==> src/rtl/vram_fill_ctrl_pkg.sv <==
// Shared encodings and size constants for the nametable/attribute fill and copy engine.
package vram_fill_ctrl_pkg;

    localparam int AW      = 11;
    localparam int LW      = 12;
    localparam int SAW     = 23;
    localparam int MAX_LEN = 2048;

    typedef enum logic [1:0] {
        FILL = 2'd0,
        COPY = 2'd1,
        ATR  = 2'd2,
        RSV  = 2'd3
    } mode_e;

    typedef enum logic [2:0] {
        IDLE  = 3'd0,
        LOAD  = 3'd1,
        FETCH = 3'd2,
        WRITE = 3'd3,
        DONE  = 3'd4
    } state_e;

endpackage

==> src/rtl/vram_fill_ctrl.sv <==
// Background fill/copy sequencer owning the CPU-side write port of the nametable and
// attribute RAMs; the CPU register path always wins the port and the engine stalls.
module vram_fill_ctrl
    import vram_fill_ctrl_pkg::*;
#(
    parameter int AW  = vram_fill_ctrl_pkg::AW,
    parameter int LW  = vram_fill_ctrl_pkg::LW,
    parameter int SAW = vram_fill_ctrl_pkg::SAW
) (
    input  logic           clk,
    input  logic           sys_rst,
    input  logic           cmd_start,
    input  logic           cmd_abort,
    input  logic [1:0]     cmd_mode,
    input  logic [AW-1:0]  cmd_dst,
    input  logic [LW-1:0]  cmd_len,
    input  logic [SAW-1:0] cmd_src,
    input  logic [7:0]     cmd_fill,
    input  logic [3:0]     cmd_atr,
    output logic           busy,
    output logic           done,
    output logic           err,
    input  logic           cpu_req,
    output logic           src_req,
    output logic [SAW-1:0] src_addr,
    input  logic           src_ack,
    input  logic [7:0]     src_dat,
    output logic [AW-1:0]  ram_addr,
    output logic [7:0]     ram_din,
    output logic           ram_we,
    output logic [3:0]     atr_din,
    output logic           atr_we
);

    state_e         state_q;
    mode_e          mode_q;
    logic [AW-1:0]  dst_q;
    logic [AW-1:0]  dst_d;
    logic [SAW-1:0] src_q;
    logic [SAW-1:0] src_d;
    logic [LW-1:0]  rem_q;
    logic [LW-1:0]  rem_d;
    logic [7:0]     fill_q;
    logic [7:0]     dat_q;
    logic [3:0]     atr_q;
    logic           err_q;
    logic           src_req_q;
    logic           len_bad;
    logic           wr_go;

    // Source pointer stops at the top of the PRG/SRM space instead of wrapping.
    function automatic logic [SAW-1:0] sat_inc(input logic [SAW-1:0] a);
        return (&a) ? a : a + SAW'(1);
    endfunction

    assign dst_d   = dst_q + AW'(1);
    assign src_d   = sat_inc(src_q);
    assign rem_d   = rem_q - LW'(1);
    assign len_bad = (mode_q == RSV) || (rem_q > LW'(MAX_LEN));

    // CPU ownership of the port masks engine writes in the same cycle.
    assign wr_go   = (state_q == WRITE) && !cpu_req;

    always_ff @(posedge clk or posedge sys_rst) begin
        if (sys_rst) begin
            state_q   <= IDLE;
            mode_q    <= FILL;
            dst_q     <= '0;
            src_q     <= '0;
            rem_q     <= '0;
            fill_q    <= '0;
            dat_q     <= '0;
            atr_q     <= '0;
            err_q     <= 1'b0;
            src_req_q <= 1'b0;
        end else if (cmd_abort && (state_q != IDLE)) begin
            state_q   <= IDLE;
            src_req_q <= 1'b0;
        end else begin
            case (state_q)
                IDLE: begin
                    if (cmd_start) begin
                        mode_q  <= mode_e'(cmd_mode);
                        dst_q   <= cmd_dst;
                        rem_q   <= cmd_len;
                        src_q   <= cmd_src;
                        fill_q  <= cmd_fill;
                        atr_q   <= cmd_atr;
                        err_q   <= 1'b0;
                        state_q <= LOAD;
                    end
                end
                LOAD: begin
                    if (len_bad) begin
                        err_q   <= 1'b1;
                        state_q <= DONE;
                    end else if (rem_q == '0) begin
                        state_q <= DONE;
                    end else if (mode_q == COPY) begin
                        src_req_q <= 1'b1;
                        state_q   <= FETCH;
                    end else begin
                        state_q <= WRITE;
                    end
                end
                FETCH: begin
                    if (src_ack) begin
                        dat_q     <= src_dat;
                        src_req_q <= 1'b0;
                        state_q   <= WRITE;
                    end
                end
                WRITE: begin
                    if (!cpu_req) begin
                        dst_q <= dst_d;
                        src_q <= src_d;
                        rem_q <= rem_d;
                        if (rem_q == LW'(1)) begin
                            state_q <= DONE;
                        end else if (mode_q == COPY) begin
                            src_req_q <= 1'b1;
                            state_q   <= FETCH;
                        end
                    end
                end
                DONE: begin
                    state_q <= IDLE;
                end
                default: begin
                    state_q <= IDLE;
                end
            endcase
        end
    end

    assign busy     = (state_q != IDLE);
    assign done     = (state_q == DONE);
    assign err      = err_q;
    assign src_req  = src_req_q;
    assign src_addr = src_q;
    assign ram_addr = dst_q;
    assign ram_din  = (mode_q == COPY) ? dat_q : fill_q;
    assign atr_din  = atr_q;
    assign ram_we   = wr_go && (mode_q != ATR);
    assign atr_we   = wr_go;

endmodule

==> config.mk <==
export PLATFORM = sky130hd
export DESIGN_NAME = vram_fill_ctrl
export DESIGN_NICKNAME = d
export VERILOG_FILES = /design/src/rtl/vram_fill_ctrl_pkg.sv /design/src/rtl/vram_fill_ctrl.sv
export SDC_FILE = /design/constraint.sdc
export NUM_CORES = 1
export LEC_CHECK = 0
export CAP_MARGIN = 15
export CORE_ASPECT_RATIO = 0.7
export CORE_UTILIZATION = 35
export DETAILED_ROUTE_END_ITERATION = 16
export GPL_ROUTABILITY_DRIVEN = 0
export PLACE_DENSITY = 0.74
export SYNTH_ARGS = -nofsm -noshare
export SYNTH_HDL_FRONTEND = slang
export SYNTH_SLANG_ARGS = --single-unit
==> constraint.sdc <==
create_clock -name clk -period 3.4 [get_ports clk]
set_clock_uncertainty 0.15 [all_clocks]
set_input_delay 0.68 -clock clk [delete_from_list [all_inputs] [get_ports clk]]
set_output_delay 0.68 -clock clk [all_outputs]
set_load 0.05 [all_outputs]
==> flow_metrics.py, run 1 <==
metrics = {
    "run_status": {
        "run_status": "completed",
    },
    "clock_tree": {
        "cts-buffers-inserted": 9,
        "depth_of_the_cts_h_tree": 3,
        "cts_root_cell": "clkbuf_16",
        "clk_path_buf_depth": 2,
        "cts_hold_buf": 0,
        "post-cts-setup-buffers": 0,
        "clock_latency_ps": 330,
        "tritoncts": "built",
        "clk_sinks": 73,
        "cts.repair.resized": 0,
        "clkSlewWorstSetupHoldPaths_ps": 50,
    },
    "route": {
        "finalWirelength_mm": 12.57,
        "post-route-drc-count": 0,
        "first_pass_iters": 5,
        "drt_iter0_markers": 262,
        "number_of_vias_per_cell": 5.520,
        "postRouteAntennaNets": 0,
        "routedWlPerCell_um": 16.56,
        "num_vias": 4190,
    },
    "sta": {
        "slew_headroom_pct": 40.46,
        "post_route_clock_period_utilization_pct": 93.98,
        "hold_viol_final": 0,
        "setup-tns-final_ps": 0,
        "setup_viol": 0,
        "finalCriticalPeriod_ps": 3195,
        "tightestPinTransition_ps": 890.1,
        "max_freq_mhz": 313.0,
        "final_max_slew_viol_count": 0,
        "grt_setup_unrepaired": "false",
    },
    "floorplanning": {
        "die_y_um": 93.81,
        "initial_utilization_pct": 35.94,
        "design.die.area_um2": 12490,
        "io_pins": 126,
        "core_region_area_um2": 11730,
        "row_count": 33,
        "die_x_um": 133.2,
    },
    "global_routing": {
        "grt_total_usage_pct": 20.52,
        "antenna_violations_before_repair": 0,
        "global_route.overflow_total": 0,
        "grt_start_max_net_pins": 74,
        "grt_pass1_vias": 3941,
        "grt_first_pass_wirelength_mm": 20.13,
    },
    "synth": {
        "seq_area_frac_synth_pct": 43.35,
        "synth_cells": 482,
        "synth_area_leaders": "dfrtp_1 43%, a21oi_1 6.7%, mux2_2 5.9%",
        "postSynth.topFlopCell": "dfrtp_1",
        "post_synthesis_instance_area_um2": 4214,
        "synth_fp_nets": 561,
        "ys.warnings.count": 0,
        "synth_edf_count": 0,
        "synthArstFlopShare_pct": 100.0,
        "synth_cell_types": 58,
        "post-synth-top-area-fraction_pct": 43.35,
        "post-synth-top-area-cell": "dfrtp_1",
        "synth.avg_cell_area_um2": 8.743,
        "synth.ff_latch_count": 73,
    },
    "critical_path": {
        "setup.worst_path.start_class": "flop",
        "critPathArrivalTime_ps": 2370,
        "timing.rr.start": "src_addr[1]",
        "crit_path_max_fanout": 8,
        "r2r_setup_slack_ps": 710,
        "critical_path.endpoint_type": "primary output",
        "critical_path_launch_point": "mode_q[0]",
        "worst-setup-path-type": "flop to primary output",
        "data_required_time_at_the_worst_endpoint_ps": 2570,
    },
    "finish": {
        "num-fill-cells": 1084,
        "seq_area_um2": 1827,
        "area_growth_syn_to_layout_pct": 39.61,
        "antenna_fix_cells": 0,
        "multiInputGateArea_um2": 2241,
        "layout-drive-gt1-share_pct": 9.635,
        "finalNetCount": 677,
        "layout.core_utilization_pct": 50.17,
    },
    "power": {
        "power.share.clock_pct": 13.8,
        "worst_ir_drop_vdd_mv": 0.4715,
        "power.density_nw_per_um2": 1060,
        "combinational_share_of_power_pct": 57.2,
        "share_seq_of_total_power_pct": 29.0,
        "power.switching_w": 0.003100,
        "sw_frac_of_total_pct": 49.71,
        "leakage_power_nw": 2.328,
        "internal_power_w": 0.003135,
    },
    "placed_design": {
        "dp_hpwl_mm": 9.008,
        "io_buffers": 125,
    },
    "worst_hold_path": {
        "min-delay-start": "fill_q[5]",
        "hold_path_class": "flop to flop",
    },
    "flow_run": {
        "max_cap_violations": 0,
    },
}
## metrics by stage
stage,setup slack (ps),instance area [um^2],hold WS (ps),std cells,power (W)
2_1_floorplan,270.2,4214,329.3,482,0.004194
3_3_place_gp,448.7,5619,327.1,744,0.005260
3_5_place_dp,356.2,5619,347.7,744,0.005357
4_1_cts,190.7,5883,360.6,759,0.006251
5_1_grt,67.25,5883,369.6,759,0.006613
6_report,204.8,5883,360.9,759,0.006235
## power groups by stage
stage / Clock, W / Combinational (W) / Sequential [W]
finish: 0.000861 / 0.00357 / 0.00181
global route: 0.000930 / 0.00381 / 0.00188
CTS: 0.000887 / 0.00357 / 0.00179
detailed placement: 0 / 0.00356 / 0.00180
global placement: 0 / 0.00349 / 0.00177
floorplan: 0 / 0.00174 / 0.00246
## metal layers
layer | GRT usage [%] | routed length [um] | up-vias
li1 | - | - | 2012
met1 | 28.79 | 5933 | 1994
met2 | 32.20 | 5665 | 172
met3 | 4.261 | 876 | 12
met4 | 5.208 | 94 | 0
met5 | 0 | 0 | -
## registers in the layout, indices dropped and copies added, names as in the netlist
name      cells
src_addr     23
rem_q        12
ram_addr     11
dat_q         8
fill_q        8
atr_din       4
state_q       3
mode_q        2
err           1
src_req       1
## cell type report
class,instances,area share [%]
clock inverter,3,0.2977
sequential,73,31.05
timing repair buffer,134,22.59
tap,157,3.339
clock buffer,12,4.190
multi-input combinational,373,38.09
inverter,7,0.4466
## cells in the mapped netlist, types with 3 or more instances
cell	n
buf_1	4
o22a_1	4
and3_1	5
a22o_1	5
nand4_1	10
o21ai_0	42
and2_1	4
inv_1	7
a21o_1	4
nor2_1	44
nor3_1	9
nor4_1	4
nand2b_1	4
ha_1	5
buf_2	7
mux2_2	22
a21oi_1	56
dfrtp_1	73
nor2b_1	6
a2bb2oi_1	6
clkbuf_1	17
and4_1	4
nand2_1	59
or3_1	4
o22ai_1	11
a211oi_1	3
nand3_1	20
a31oi_1	6
## worst max-delay path, cell delays in order (launching register included)
cell             delay [ps]
dfrtp_1                 450
nor2b_1                 580
nand2_1                 130
nand2_1                  80
clkdlybuf4s50_1         800
## path summary, 6_finish.rpt
kind,to,cells after the start
max,ram_din[1],4
min,fill_q[5],1
max reg2reg,src_addr[3],6
min reg2reg,fill_q[5],1
max in group asynchronous,dat_q[4],3
min in group asynchronous,atr_din[0],3
## cells in the final DEF (no fill, tap or decap), types with 9 or more instances in the layout
cell	Yosys	layout
a21oi_1	56	56
buf_4	1	9
clkbuf_16	0	9
clkdlybuf4s50_1	0	124
dfrtp_1	73	73
mux2_2	22	22
nand2_1	59	59
nand3_1	20	20
nand4_1	10	10
nor2_1	44	44
nor3_1	9	9
o21ai_0	42	42
o22ai_1	11	11
## kinds of logic (layout without fill, tap and decap cells)
kind of cell	count (synthesis)	in the layout	synth area share, %
compound gates	158	158	23.52
fa+ha+maj	5	5	1.485
buf+inv	36	156	3.504
flops	73	73	43.35
mux	24	24	6.354
simple gates	186	186	21.79
No activity file was read; power rests on OpenSTA's default activity.
==> run 2, diff against run 1 <==
--- a/config.mk
+++ b/config.mk
@@ -10,7 +10,7 @@
 export CORE_UTILIZATION = 35
 export DETAILED_ROUTE_END_ITERATION = 16
 export GPL_ROUTABILITY_DRIVEN = 0
-export PLACE_DENSITY = 0.74
+export PLACE_DENSITY = 0.77
 export SYNTH_ARGS = -nofsm -noshare
 export SYNTH_HDL_FRONTEND = slang
 export SYNTH_SLANG_ARGS = --single-unit
==> constraint.sdc (replaced) <==
create_clock -name clk -period 2.6 [get_ports clk]
set_clock_uncertainty 0.15 [all_clocks]
set_input_delay 0.52 -clock clk [delete_from_list [all_inputs] [get_ports clk]]
set_output_delay 0.52 -clock clk [all_outputs]
set_load 0.05 [all_outputs]
==> run 2 against run 1 <==
  * Combinational power is 47% higher
  * Non-clock buffer count grew 22
  * Sequential power increased by 27%
  * Count of clock-buffer cells in the layout rose by 2
  * Sequential share of layout area shrank 1.6 points
  * Hold slack worse by 23 ps
  * Largest power group unchanged
==> flow_metrics.py, run 2 (same netlist as run 1, synthesis figures left out) <==
metrics = {
    "run_status": {
        "run_status": "completed",
    },
    "global_routing": {
        "grt_first_pass_wirelength_mm": 21.18,
        "grt_pass1_vias": 4284,
        "grt_start_max_net_pins": 74,
        "grt_total_usage_pct": 21.55,
        "global_route.overflow_total": 0,
        "antenna_violations_before_repair": 0,
    },
    "clock_tree": {
        "cts_hold_buf": 0,
        "cts_root_cell": "clkbuf_16",
        "cts-buffers-inserted": 9,
        "clk_sinks": 73,
        "tritoncts": "built",
        "clkSlewWorstSetupHoldPaths_ps": 60,
        "clock_latency_ps": 330,
        "clk_path_buf_depth": 2,
        "depth_of_the_cts_h_tree": 3,
    },
    "placed_design": {
        "place.detailed.instances": 765,
        "dp_hpwl_mm": 9.468,
        "setup_slack_placement_ps": -74.02,
        "postPlaceCellArea_um2": 5907,
        "io_buffers": 125,
    },
    "route": {
        "routedWlPerCell_um": 16.69,
        "drt_iter0_markers": 299,
        "first_pass_iters": 5,
        "postRouteAntennaNets": 0,
        "post-route-drc-count": 0,
        "num_vias": 4338,
        "number_of_vias_per_cell": 5.547,
        "finalWirelength_mm": 13.05,
    },
    "sta": {
        "finalCriticalPeriod_ps": 2408,
        "post_route_clock_period_utilization_pct": 92.62,
        "hold_viol_final": 0,
        "final_max_slew_viol_count": 0,
        "tightestPinTransition_ps": 858.0,
        "slew_headroom_pct": 42.36,
        "setup_viol": 0,
        "finalWorstSetupSlack_ps": 191.8,
        "grt_setup_unrepaired": "false",
        "max_freq_mhz": 415.2,
    },
    "power": {
        "power.share.clock_pct": 13.4,
        "power.density_nw_per_um2": 1406,
        "combinational_share_of_power_pct": 60.3,
        "leakage_power_nw": 2.507,
        "share_seq_of_total_power_pct": 26.4,
        "worst_ir_drop_vdd_mv": 0.7084,
        "internal_power_w": 0.004545,
        "power.switching_w": 0.004179,
        "fin_total_pwr_w": 0.008724,
        "sw_frac_of_total_pct": 47.90,
    },
    "finish": {
        "finalNetCount": 699,
        "final_common_cell": "clkdlybuf4s50_1",
        "area_growth_syn_to_layout_pct": 47.24,
        "layout_common_cells": "113 x clkdlybuf4s50_1, 73 x dfrtp_1, 59 x nand2_1, 56 x a21oi_1, 44 x nor2_1",
        "antenna_fix_cells": 0,
        "layout-drive-gt1-share_pct": 14.72,
        "final_cells": 782,
        "largest_register_ffs": 23,
        "stdcell_area_um2": 6205,
    },
    "floorplanning": {
        "core_region_area_um2": 11730,
        "die_x_um": 133.2,
        "initial_utilization_pct": 35.94,
        "die_y_um": 93.81,
        "design.die.area_um2": 12490,
        "row_count": 33,
        "io_pins": 126,
    },
    "critical_path": {
        "ordered_cell_list_for_the_critical_path": "nand3b_1 -> buf_4 -> nor3_2 -> buf_12",
        "data_required_time_at_the_worst_endpoint_ps": 1930,
        "crit_path_max_fanout": 11,
        "setup.worst_path.start_class": "flop",
        "worst-setup-path-type": "flop to primary output",
        "critical-path-slowest-cell": "dfrtp_1",
        "critPathArrivalTime_ps": 1740,
        "max_stage_delay_ps": 520,
        "critical_path.endpoint_type": "primary output",
    },
    "worst_hold_path": {
        "hold_path_class": "flop to flop",
    },
    "flow_run": {
        "max_cap_violations": 0,
    },
}
[run 2: cell types whose count changed in the layout (fill, tap and decap cells not counted), sizes merged]
cell,previous run,this run
buf,10,42
clkinv,2,1
dlygate4sd2,0,1
clkbuf,12,14
clkdlybuf4s50,124,113
[run 2: final timing paths]
| check | from | endpoint | slack, ps | depth (start not counted) |
|---|---|---|---|---|
| worst min register to register | err | err | 340 | 1 |
| min in group asynchronous | sys_rst | fill_q[5] | 440 | 3 |
| max in group asynchronous | sys_rst | src_addr[6] | 1520 | 3 |
| worst max register to register | rem_q[8] | state_q[2] | 280 | 5 |
| worst max-delay path | state_q[0] | ram_we | 190 | 4 |
| worst min-delay path | err | err | 340 | 1 |
[run 2: layer usage]
metal  part of all wire, %  vias to the layer above  global-route usage, %
met5                     0                        -                      0
met1                    45                     2082                  29.17
met3                   8.5                       17                  5.825
li1                      -                     2047                      -
met4                   1.2                        0                  6.723
met2                    45                      192                  33.51
[run 2: power groups by stage]
stage | combinational, W | sequential [W] | clock [W]
after floorplan | 0.00228 | 0.00321 | 0
after global placement | 0.00510 | 0.00226 | 0
after detailed placement | 0.00523 | 0.00230 | 0
after CTS | 0.00524 | 0.00229 | 0.00118
after global routing | 0.00561 | 0.00239 | 0.00124
final | 0.00526 | 0.00230 | 0.00116
[run 2: through the flow]
stage | TNS [ps] | util, % | hold slack (ps)
2_1_floorplan | 0 | - | 329.3
3_3_place_gp | -9.475 | 50.37 | 328.5
3_5_place_dp | -304.1 | 50.37 | 329.3
4_1_cts | 0 | 52.72 | 341.8
5_1_grt | 0 | 52.91 | 365.1
6_report | 0 | 52.91 | 337.5
[run 2: layout make-up]
| type | instances | area [um^2] |
|---|---|---|
| clock buffer | 14 | 264.0 |
| clock inverter | 2 | 12.51 |
| fill | 1064 | 5522 |
| inverter | 7 | 26.28 |
| multi-input combinational | 373 | 2248 |
| sequential | 73 | 1827 |
| tap | 157 | 196.4 |
| timing repair buffer | 156 | 1630 |
[run 2: worst max-delay path, delay by kind of cell (launching register included)]
kind | cells | cell delay (ps)
buffers and inverters | 2 | 400
flip-flops | 1 | 520
AND/OR/NAND/NOR | 2 | 480
[run 2: timing repair]
action,4_1_cts,5_1_grt
setup endpoints to repair,1,9
gates resized for setup,1,1
pin swaps,0,1
buffers inserted,0,1
